<file path="config.mk">
export PLATFORM = sky130hd
export DESIGN_NAME = uart_tx
export DESIGN_NICKNAME = d
export VERILOG_FILES = /design/src/rtl/uart_tx.sv
export SDC_FILE = /design/constraint.sdc
export NUM_CORES = 1
export LEC_CHECK = 0
export CORE_ASPECT_RATIO = 1.4
export CORE_MARGIN = 2
export CORE_UTILIZATION = 40
export DETAILED_ROUTE_END_ITERATION = 6
export PLACE_DENSITY = 0.55
export SYNTH_ARGS = -nofsm -noshare
export SYNTH_HDL_FRONTEND = slang
export SYNTH_SLANG_ARGS = --single-unit
</file>
<file path="constraint.sdc">
create_clock -name clk -period 3.1 [get_ports clk]
set_clock_uncertainty 0.05 [all_clocks]
set_input_delay 0.775 -clock clk [delete_from_list [all_inputs] [get_ports clk]]
set_output_delay 0.775 -clock clk [all_outputs]
set_load 0.1 [all_outputs]
</file>
<file path="src/rtl/uart_tx.sv">
`default_nettype none
// ============================================================================
// Module   : uart_tx
// Brief    : Byte UART transmitter (8 data bits, LSB first, 1 or 2 stop bits)
//            with a small input FIFO and a running 32-bit sum of sent bytes.
// Revision : 1.0
// ============================================================================
module uart_tx #(
  parameter int CYCLES_PER_BIT = 4,
  parameter int STOP_BITS      = 1,
  parameter int FIFO_DEPTH     = 4
) (
  input  logic        clk,
  input  logic        rst_n,
  input  logic [7:0]  i_data,
  input  logic        i_valid,
  output logic        o_ready,
  output logic        o_serial,
  output logic        o_idle,
  output logic        o_done,
  output logic [31:0] o_sum
);

  localparam int c_PTR_W   = (FIFO_DEPTH > 1) ? $clog2(FIFO_DEPTH) : 1;
  localparam int c_CNT_W   = $clog2(FIFO_DEPTH + 1);
  localparam int c_CYC_MAX = STOP_BITS * CYCLES_PER_BIT - 1;
  localparam int c_CYC_W   = (c_CYC_MAX > 1) ? $clog2(c_CYC_MAX + 1) : 1;

  localparam logic [c_CYC_W-1:0] c_BIT_END  = c_CYC_W'(CYCLES_PER_BIT - 1);
  localparam logic [c_CYC_W-1:0] c_STOP_END = c_CYC_W'(c_CYC_MAX);
  localparam logic [c_CNT_W-1:0] c_FULL     = c_CNT_W'(FIFO_DEPTH);

  typedef enum logic [1:0] {
    S_IDLE  = 2'd0,
    S_START = 2'd1,
    S_DATA  = 2'd2,
    S_STOP  = 2'd3
  } state_t;

  // FIFO storage and bookkeeping
  logic [7:0]         r_mem [FIFO_DEPTH];
  logic [c_PTR_W-1:0] r_wptr;
  logic [c_PTR_W-1:0] r_rptr;
  logic [c_CNT_W-1:0] r_count;

  // Serializer
  state_t             r_state;
  logic [c_CYC_W-1:0] r_cyc;
  logic [2:0]         r_bit;
  logic [7:0]         r_shift;
  logic [7:0]         r_byte;
  logic               r_serial;
  logic               r_done;
  logic [31:0]        r_sum;

  logic               w_push;
  logic               w_pop;
  logic               w_not_empty;
  logic               w_stop_end;
  logic [7:0]         w_head;

  assign w_not_empty = (r_count != '0);
  assign w_stop_end  = (r_state == S_STOP) && (r_cyc == c_STOP_END);
  assign w_push      = i_valid && o_ready;
  // The serializer takes the head either from rest or straight out of a stop bit.
  assign w_pop       = w_not_empty && ((r_state == S_IDLE) || w_stop_end);
  assign w_head      = r_mem[r_rptr];

  assign o_ready  = (r_count != c_FULL);
  assign o_idle   = (r_state == S_IDLE) && !w_not_empty;
  assign o_serial = r_serial;
  assign o_done   = r_done;
  assign o_sum    = r_sum;

  always_ff @(posedge clk) begin
    if (w_push) begin
      r_mem[r_wptr] <= i_data;
    end
  end

  always_ff @(posedge clk) begin
    if (!rst_n) begin
      r_wptr  <= '0;
      r_rptr  <= '0;
      r_count <= '0;
    end else begin
      if (w_push) begin
        r_wptr <= r_wptr + c_PTR_W'(1);
      end
      if (w_pop) begin
        r_rptr <= r_rptr + c_PTR_W'(1);
      end
      case ({w_push, w_pop})
        2'b10:   r_count <= r_count + c_CNT_W'(1);
        2'b01:   r_count <= r_count - c_CNT_W'(1);
        default: r_count <= r_count;
      endcase
    end
  end

  always_ff @(posedge clk) begin
    if (!rst_n) begin
      r_state  <= S_IDLE;
      r_cyc    <= '0;
      r_bit    <= '0;
      r_shift  <= '0;
      r_byte   <= '0;
      r_serial <= 1'b1;
      r_done   <= 1'b0;
      r_sum    <= '0;
    end else begin
      r_done <= 1'b0;
      case (r_state)
        S_IDLE: begin
          r_serial <= 1'b1;
          r_cyc    <= '0;
          if (w_pop) begin
            r_shift  <= w_head;
            r_byte   <= w_head;
            r_serial <= 1'b0;
            r_state  <= S_START;
          end
        end

        S_START: begin
          if (r_cyc == c_BIT_END) begin
            r_cyc    <= '0;
            r_bit    <= '0;
            r_serial <= r_shift[0];
            r_state  <= S_DATA;
          end else begin
            r_cyc <= r_cyc + c_CYC_W'(1);
          end
        end

        S_DATA: begin
          if (r_cyc == c_BIT_END) begin
            r_cyc <= '0;
            if (r_bit == 3'd7) begin
              r_serial <= 1'b1;
              r_state  <= S_STOP;
            end else begin
              r_shift  <= {1'b0, r_shift[7:1]};
              r_serial <= r_shift[1];
              r_bit    <= r_bit + 3'd1;
            end
          end else begin
            r_cyc <= r_cyc + c_CYC_W'(1);
          end
        end

        S_STOP: begin
          if (w_stop_end) begin
            r_done <= 1'b1;
            r_sum  <= r_sum + {24'd0, r_byte};
            r_cyc  <= '0;
            // Chain straight into the next start bit so queued frames abut.
            if (w_pop) begin
              r_shift  <= w_head;
              r_byte   <= w_head;
              r_serial <= 1'b0;
              r_state  <= S_START;
            end else begin
              r_serial <= 1'b1;
              r_state  <= S_IDLE;
            end
          end else begin
            r_cyc <= r_cyc + c_CYC_W'(1);
          end
        end

        default: begin
          r_serial <= 1'b1;
          r_cyc    <= '0;
          r_state  <= S_IDLE;
        end
      endcase
    end
  end

endmodule
`default_nettype wire

</file>
== Word-level counts from Yosys, hierarchy flattened ==
Memory sizes are Yosys's and may differ from the RTL's. A register that Yosys moved wholly into a read port is not among the register bits.
Index checks and enable logic that the tools add are counted.
Word-level totals
  register bits after elaboration: 64
  memory bits (writable): 32
  output and inout bits: 36
  logic and storage cells: 87
  memories: 1
Operators by class
  add/sub/neg operators: 7
  equal/unequal tests: 14
  mux-type cells: 34
  reduce and logical (&&, ||, !) cells: 20
Memories
  r_mem: words 4, width 8, read ports 1, clocked after memory_dff 1, wr ports 1, line 41  | logic [7:0] r_mem [FIFO_DEPTH];
Operators with widths (number)
  $mux 8: 6
  $add 32x8->32: 1
  $pmux 8 s3: 1
  $mux 2: 9
  $pmux 8 s2: 1
  $ne 2x2->1 const B: 6
  $pmux 3 s2: 2
  $mux 1: 9
  $mux 3: 3
  $eq 2x2->1 const B: 4
  $pmux 2 s4: 1
  $reduce_and 4->1: 2
  $add 2x1->2 const B: 3
  $add 3x1->3 const B: 2
  $pmux 2 s3: 1
  $reduce_and 2->1: 3
  $reduce_bool 2->1: 3
  $reduce_bool 3->1: 2
  $reduce_and 5->1: 1
  $eq 2x1->1 const B: 2
  $logic_and 1x1->1: 4
  $pmux 1 s4: 1
  $eq 3x3->1 const B: 1
  $ne 3x3->1 const B: 1
  other kinds (6): 6

== Depth between registers and ports, before layout ==
Gate-level depths: netlist of the first run.
  depth after elaboration: 7
  mapped depth: 12
  depth with buffers taken out: 10

== Worst setup path after synthesis of the first run ==
OpenSTA, ideal clock, no wires.
  path kind: register -> register
  start: reg r_state[0]
  end: reg r_state[1]
  library setup time: 0.116 ns
  arrival time: 4.462 ns
  data required time: 2.934 ns
  slack: -1.528 ns
  cell stages (with the launch flop): 7
  buffers on the path: 0
  cell sequence: dfxtp_1 inv_1 ha_1 nor4b_1 or3_1 mux2i_1 nor2b_1
On the way
  cells in the longest elaborated chain, start to end: 6
  elaborated cells between the ends (all ways): 14
  classes of those cells: 8 x eq/ne; 1 x mux; 5 x reduce/logical
Ends and longest elaborated chain
  from (decl): line 47  | state_t r_state;
  from (signal assigned): line 103  | r_state <= S_IDLE;
  from (signal assigned): line 121  | r_state <= S_START;
  from (signal assigned): line 130  | r_state <= S_DATA;
  $eq 2x2->1: line 63, 113
  $logic_and 1x1->1: line 63  | assign w_stop_end = (r_state == S_STOP) && (r_cyc == c_STOP_END);
  $logic_or 1x1->1: line 66  | assign w_pop = w_not_empty && ((r_state == S_IDLE) || w_stop_end);
  $logic_and 1x1->1: line 66
  $ne 2x2->1 (no line)
  $reduce_and 5->1 (no line)
Parallel ways exist; a longest one is shown, timed or not.
A chain may end at the register's enable or synchronous reset.

== Final worst setup path of the first run ==
  start: reg r_cyc[0]
  end: reg r_count[2]
On the way
  cells in the longest elaborated chain, start to end: 6
  elaborated cells between the ends (all ways): 8
  classes of those cells: 3 x eq/ne; 1 x mux; 4 x reduce/logical
Ends and longest elaborated chain
  from (decl): line 48  | logic [c_CYC_W-1:0] r_cyc;
  from (signal assigned): line 132  | r_cyc <= r_cyc + c_CYC_W'(1);
  from (signal assigned): line 148  | r_cyc <= r_cyc + c_CYC_W'(1);
  from (signal assigned): line 168  | r_cyc <= r_cyc + c_CYC_W'(1);
  $eq 2x2->1 (*): line 63
  $logic_and 1x1->1 (*): line 63
  $logic_or 1x1->1 (*): line 66
  $logic_and 1x1->1 (*): line 66
  named net w_pop: line 57  | logic w_pop;
  $eq 2x1->1 or $eq 2x2->1 (tied branches): line 93  | case ({w_push, w_pop})
  $pmux 3 s2 or $reduce_bool 2->1 (tied branches)
  to (signal assigned): line 94  | 2'b10: r_count <= r_count + c_CNT_W'(1);
  to (signal assigned): line 95  | 2'b01: r_count <= r_count - c_CNT_W'(1);
  to (signal assigned): line 96  | default: r_count <= r_count;
  to (decl): line 44  | logic [c_CNT_W-1:0] r_count;
Mark *: on every way through the listed nets, which the timed path passes. The rest lies on a longest branch.

==> out/qor.yml, run 1 <==
final_nets: 500
die_y_microns: 133
synth_edf_count: 32
drt-pass1-iter-count: 4
grt_pass1_wl_microns: 14800
p_clk_share_pct: 26.1
vdd_ir_drop_max_v: 0.000556
rows: 47
synth-seq-cells: 98
yosysTopAreaCell: "dfxtp_1"
maxSlewViolCount: 0
gp_congestion: 0.738
r2r_cells: 10
detail-route-antenna-nets: 0
drive_gt1_share_pct: 20.2
coreArea_sq_um: 11700
synth_top_area_share_pct: 27.7
cp-end-kind: "flop"
setup_tns_ps: 0
antenna_found_initial: 0
synth_compound_area_share_pct: 10.4
viasPerCell: 5.09
num_vias: 3144
area_delta_synth_final_pct: 17.6
cts_made_buffers: 9
wl_microns: 8990
dieArea_sq_um: 12800
power.density_nw_per_um2: 765
grt_pass1_vias: 3086
antenna_cells: 0
status: "finished clean"
synth_cell_types: 56
p_int_uw: 2760
synth_cells: 420
numPortBuffers: 46
cts_root_buf: "clkbuf_16"
synth_nets: 454
rsz0062_at_grt: "false"
synthAdderAreaFrac_pct: 6.35
r2r_start: "r_cyc[0]$_SDFF_PN0_"
p_switching_uw: 1530
cts_sinks: 98
finalCritPeriodShare_pct: 85.8
r2r_slack_ps: 440
max_cap_violations: 0
critPathKind: "reg2reg"
leakagePower_uw: 0.00224
grt_overflow: 0
setup_viol: 0
synthArstFlopShare_pct: 0
placed_area_sq_um: 5300
clk_pin_slew_ps: 70
synth-simple-area-share_pct: 17.6
dr.first_iter.drc_count: 116
worst_pin_slew_ps: 733
track_usage_pct: 15.0
hold_class: "reg2reg"
synth_top_family_by_area: "simple AND/OR/NAND/NOR gates"
cts_buffer_depth: 2
cts_setup_buffers: 0
route.detailed.drc: 0
wire_per_inst_microns: 14.5
crit_required_ps: 3320
min_period_ps: 2660
synth_ff_type: "dfxtp_1"
synth_xor_area_share_pct: 4.96
cp-startpoint: "r_cyc[0]$_SDFF_PN0_"
clkLatencyLatePin_ps: 340
worst_setup_path_start_kind: "flop"
die_w_microns: 96.3
hold_violations: 0
path_max_fanout: 9
muxShareOfSynthArea_pct: 9.66
swShare_pct: 35.7
hpwl_microns: 6520
syn_avg_cell_area_sq_um: 11.4
postCtsResizedCells: 0
cp-endpoint: "r_count[2]$_SDFFE_PN0P_"
grt_max_degree: 47
fmax_mhz: 376
synth_area_leaders: "dfxtp_1, edfxtp_1, ha_1"
initial_core_util_pct: 40.7
yosys_warnings: 0
io_pins: 47
r2r-end: "r_count[2]$_SDFFE_PN0P_"
ys_seq_area_share_pct: 47.9
arrival_ps: 2880
h-tree-depth: 3
mappedNetlistArea_sq_um: 4770
sequentialPowerShare_pct: 39.4
cts_hold_buf: 0
max_slew_margin_pct: 51.2
comb_power_share_pct: 34.5
cts_tree: "built"
final_cell_area_sq_um: 5600
-- per-stage QoR --
step / total power (uW) / hold WS [ps] / setup slack (ps) / std cells / utilization [%]
after CTS: 4360 / 389 / 445 / 618 / 47.9
after global routing: 4560 / 410 / 225 / 618 / 47.9
after floorplan: 2910 / 354 / 337 / 420 / -
after detailed placement: 3220 / 378 / 248 / 602 / 45.3
final: 4290 / 381 / 441 / 618 / 47.9
after global placement: 3180 / 362 / 313 / 602 / 45.3
-- Yosys cell counts (all sizes together), types with 5 or more instances --
cell and instances:
mux4 8, a2111oi 6, edfxtp 32, clkbuf 12
nor2b 21, nand2 32, nor3 9, nor2 7
and2 30, a21boi 9, mux2i 19, o21ai 14
ha 21, or3 7, a21oi 11, xor2 16
nand3 14, nand4 5, inv 19, dfxtp 66
mux2 8, xnor2 11, and3 5
-- layout make-up --
type	count	area (sq um)
timing repair buffer	51	403
fill	1058	6100
clock inverter	7	82.6
tap	147	184
clock buffer	9	225
multi-input combinational	287	2360
sequential	98	2280
inverter	19	71.3
-- critical path, stage by stage (launching register included) --
cell and delay, ps:
dfxtp_1 340, ha_1 370, and2_1 270, o32ai_4 150
inv_1 150, ha_1 200, inv_1 60, fa_1 370
xor2_1 160, or3_1 310, a21boi_0 150
-- placed cells by master (no fill, tap or decap), types with 9 or more instances in the layout --
cell type | netlist | routed
dfxtp_1 | 66 | 66
buf_4 | 0 | 41
edfxtp_1 | 32 | 32
nand2_1 | 31 | 31
and2_1 | 30 | 30
nor2b_1 | 21 | 21
ha_1 | 21 | 21
inv_1 | 19 | 19
mux2i_1 | 19 | 19
xor2_1 | 16 | 16
o21ai_0 | 13 | 13
nand3_1 | 13 | 12
xnor2_1 | 11 | 11
a21oi_1 | 9 | 9
clkbuf_16 | 0 | 9
clkdlybuf4s50_1 | 0 | 9
-- power by group through the flow --
stage | registers (uW) | logic [uW] | clock network (uW)
after detailed placement | 1720 | 1490 | 0
after global routing | 1720 | 1630 | 1210
after floorplan | 1690 | 1220 | 0
after global placement | 1720 | 1470 | 0
final | 1690 | 1480 | 1120
after CTS | 1690 | 1500 | 1160
-- cell families after synthesis --
kind of cell	count (synthesis)
AND/OR/NAND/NOR	143
flip-flops	98
AO/OA/AOI/OAI	59
buffers and inverters	35
multiplexers	35
XOR/XNOR	27
adder cells (fa/ha/maj)	23
-- metal layers --
metal,part of all wire [%],routed length (microns),track usage (%),up-vias
met4,1.5,137,5.48,0
met5,0,0,0,-
met1,43,3830,17.0,1496
met3,3.4,302,3.34,9
met2,52,4710,26.8,45
li1,-,-,-,1594
-- worst min-delay path by stage --
stage	slack (ps)	cells past startpoint	start	end
2_1_floorplan	350	1	r_cyc[0]$_SDFF_PN0_	r_cyc[0]$_SDFF_PN0_
3_3_place_gp	360	1	r_cyc[0]$_SDFF_PN0_	r_cyc[0]$_SDFF_PN0_
3_5_place_dp	380	1	r_cyc[0]$_SDFF_PN0_	r_cyc[0]$_SDFF_PN0_
4_1_cts	390	1	r_cyc[0]$_SDFF_PN0_	r_cyc[0]$_SDFF_PN0_
5_1_grt	410	1	r_cyc[0]$_SDFF_PN0_	r_cyc[0]$_SDFF_PN0_
6_report	380	1	r_cyc[0]$_SDFF_PN0_	r_cyc[0]$_SDFF_PN0_
-- registers in the layout (all words and copies together), names as in the netlist, 2 cells and up, named ones only --
register / count
r_mem: 32
r_rptr: 2
r_byte: 8
r_bit: 3
r_state: 2
r_wptr: 2
r_shift: 8
r_count: 3
r_cyc: 2
o_sum: 32
Power figures use the tool's default switching activity.
==> inputs of run 2 (changes only) <==
PLACE_DENSITY = unset   (was 0.55)
clock period = 2.38 ns   (was 3.1 ns; I/O delays follow)
==> out/qor.yml, run 2 (same netlist as run 1, synthesis figures left out) <==
mostFrequentLayoutCells: "buf_4, dfxtp_1, edfxtp_1"
hpwl_microns: 6580
dr.first_iter.drc_count: 69
critPathKind: "in2reg"
area_delta_synth_final_pct: 20.4
die_y_microns: 133
track_usage_pct: 14.7
crit_required_ps: 2590
worst_setup_path_start_kind: "input port"
cts_buffer_depth: 2
coreArea_sq_um: 11700
cp-end-kind: "flop"
grt_pass1_vias: 3043
drive_gt1_share_pct: 27.3
cts_hold_buf: 0
final_nets: 508
max_slew_margin_pct: 63.7
layout_commonest_cell: "buf_4"
antenna_cells: 0
io_pins: 47
final.setup.worst_slack_ps: 111
path_delay_family: "adder cells"
crit_chain: "clkdlybuf4s50_1 -> and2_4 -> inv_1 -> ha_2 -> inv_1 -> fa_1 -> xor2_1 -> or3_1 -> a21boi_0"
wl_microns: 9030
cpPeakStageDelay_ps: 420
detail-route-antenna-nets: 0
r2r_start: "r_state[1]$_SDFFE_PN0P_"
drt-pass1-iter-count: 4
sequentialPowerShare_pct: 38.3
hp-start: "r_cyc[0]$_SDFF_PN0_"
clkLatencyLatePin_ps: 340
p_int_uw: 3720
arrival_ps: 2480
grt_pass1_wl_microns: 14600
path_common_cell: "inv_1"
path_max_fanout: 2
antenna_found_initial: 0
min_path_cells: 1
rows: 47
max_cap_violations: 0
comb_power_share_pct: 37.0
r2r-end: "r_count[2]$_SDFFE_PN0P_"
multi_input_area_sq_um: 2370
vdd_ir_drop_max_v: 0.000513
swShare_pct: 34.9
grt_overflow: 0
die_w_microns: 96.3
worst_pin_slew_ps: 543
ff_latch_area_sq_um: 2310
critPathSlowestCell: "clkdlybuf4s50_1"
r2r_slack_ps: 120
cts_tree: "built"
postCtsResizedCells: 0
dp_cells: 610
dieArea_sq_um: 12800
n_fill_cell: 1032
critPathBufInv: 3
wire_per_inst_microns: 14.4
fmax_mhz: 441
initial_core_util_pct: 40.7
min_period_ps: 2270
p_switching_uw: 2000
power.density_nw_per_um2: 995
cts_sinks: 98
cts_made_buffers: 9
leakagePower_uw: 0.00230
gp_congestion: 0.770
cts_root_buf: "clkbuf_16"
maxSlewViolCount: 0
num_vias: 3193
status: "finished clean"
numPortBuffers: 46
rsz0062_at_grt: "false"
viasPerCell: 5.10
route.detailed.drc: 0
finalCritPeriodShare_pct: 95.3
fin_cells: 626
r2r_cells: 10
hold_class: "reg2reg"
p_clk_share_pct: 24.7
h-tree-depth: 3
setup_viol: 0
grt_max_degree: 53
clk_pin_slew_ps: 70
hold_violations: 0
cts_setup_buffers: 0
place_ws_ps: -240
min_to: "r_cyc[0]$_SDFF_PN0_"
[run 2: power by group through the flow]
stage	logic [uW]	registers, uW	clock network [uW]
floorplan	1610	2220	0
global placement	2090	2220	0
detailed placement	2130	2230	0
CTS	2140	2190	1450
global route	2300	2220	1520
finish	2110	2190	1410
[run 2: layer usage]
metal,vias to the layer above,share of wire [%],global-route usage [%]
met5,-,0,0
met4,0,1.5,5.00
met3,10,3.5,3.62
met2,54,53,25.8
met1,1520,42,17.0
li1,1609,-,-
[run 2: cell type report]
class	count	area share (%)
Clock buffer	10	3.99
Clock inverter	6	1.00
Inverter	19	1.24
Multi-Input combinational cell	287	41.3
Sequential cell	98	40.3
Tap cell	147	3.20
Timing Repair Buffer	59	8.94
[run 2: metrics by stage]
step | hold slack, ps | util, % | TNS [ps] | power (uW) | area, sq um
final | 376 | 49.1 | 0 | 5710 | 5740
after detailed placement | 370 | 46.6 | -240 | 4360 | 5450
after global placement | 363 | 46.6 | -161 | 4310 | 5450
after CTS | 383 | 49.0 | 0 | 5790 | 5740
after floorplan | 354 | - | 0 | 3830 | 4840
after global routing | 413 | 49.1 | 0 | 6040 | 5740
[run 2: worst max path at each step]
stage	slack [ps]	endpoint	start	depth (start not counted)
floorplan	8	r_count[2]$_SDFFE_PN0P_	r_state[0]$_SDFFE_PN0P_	12
CTS	3	r_count[2]$_SDFFE_PN0P_	r_state[0]$_SDFFE_PN0P_	10
detailed placement	-240	r_count[2]$_SDFFE_PN0P_	i_valid	9
global route	2	r_count[2]$_SDFFE_PN0P_	r_state[0]$_SDFFE_PN0P_	10
finish	110	r_count[2]$_SDFFE_PN0P_	i_valid	9
global placement	-160	r_count[2]$_SDFFE_PN0P_	i_valid	9
[run 2: worst reg2reg max path: stages, from the launching register on]
cell	delay, ps
dfxtp_2	340
inv_1	120
ha_1	240
o32ai_4	110
inv_2	100
ha_2	180
inv_1	50
fa_1	370
xor2_1	160
or3_1	310
a21boi_0	160
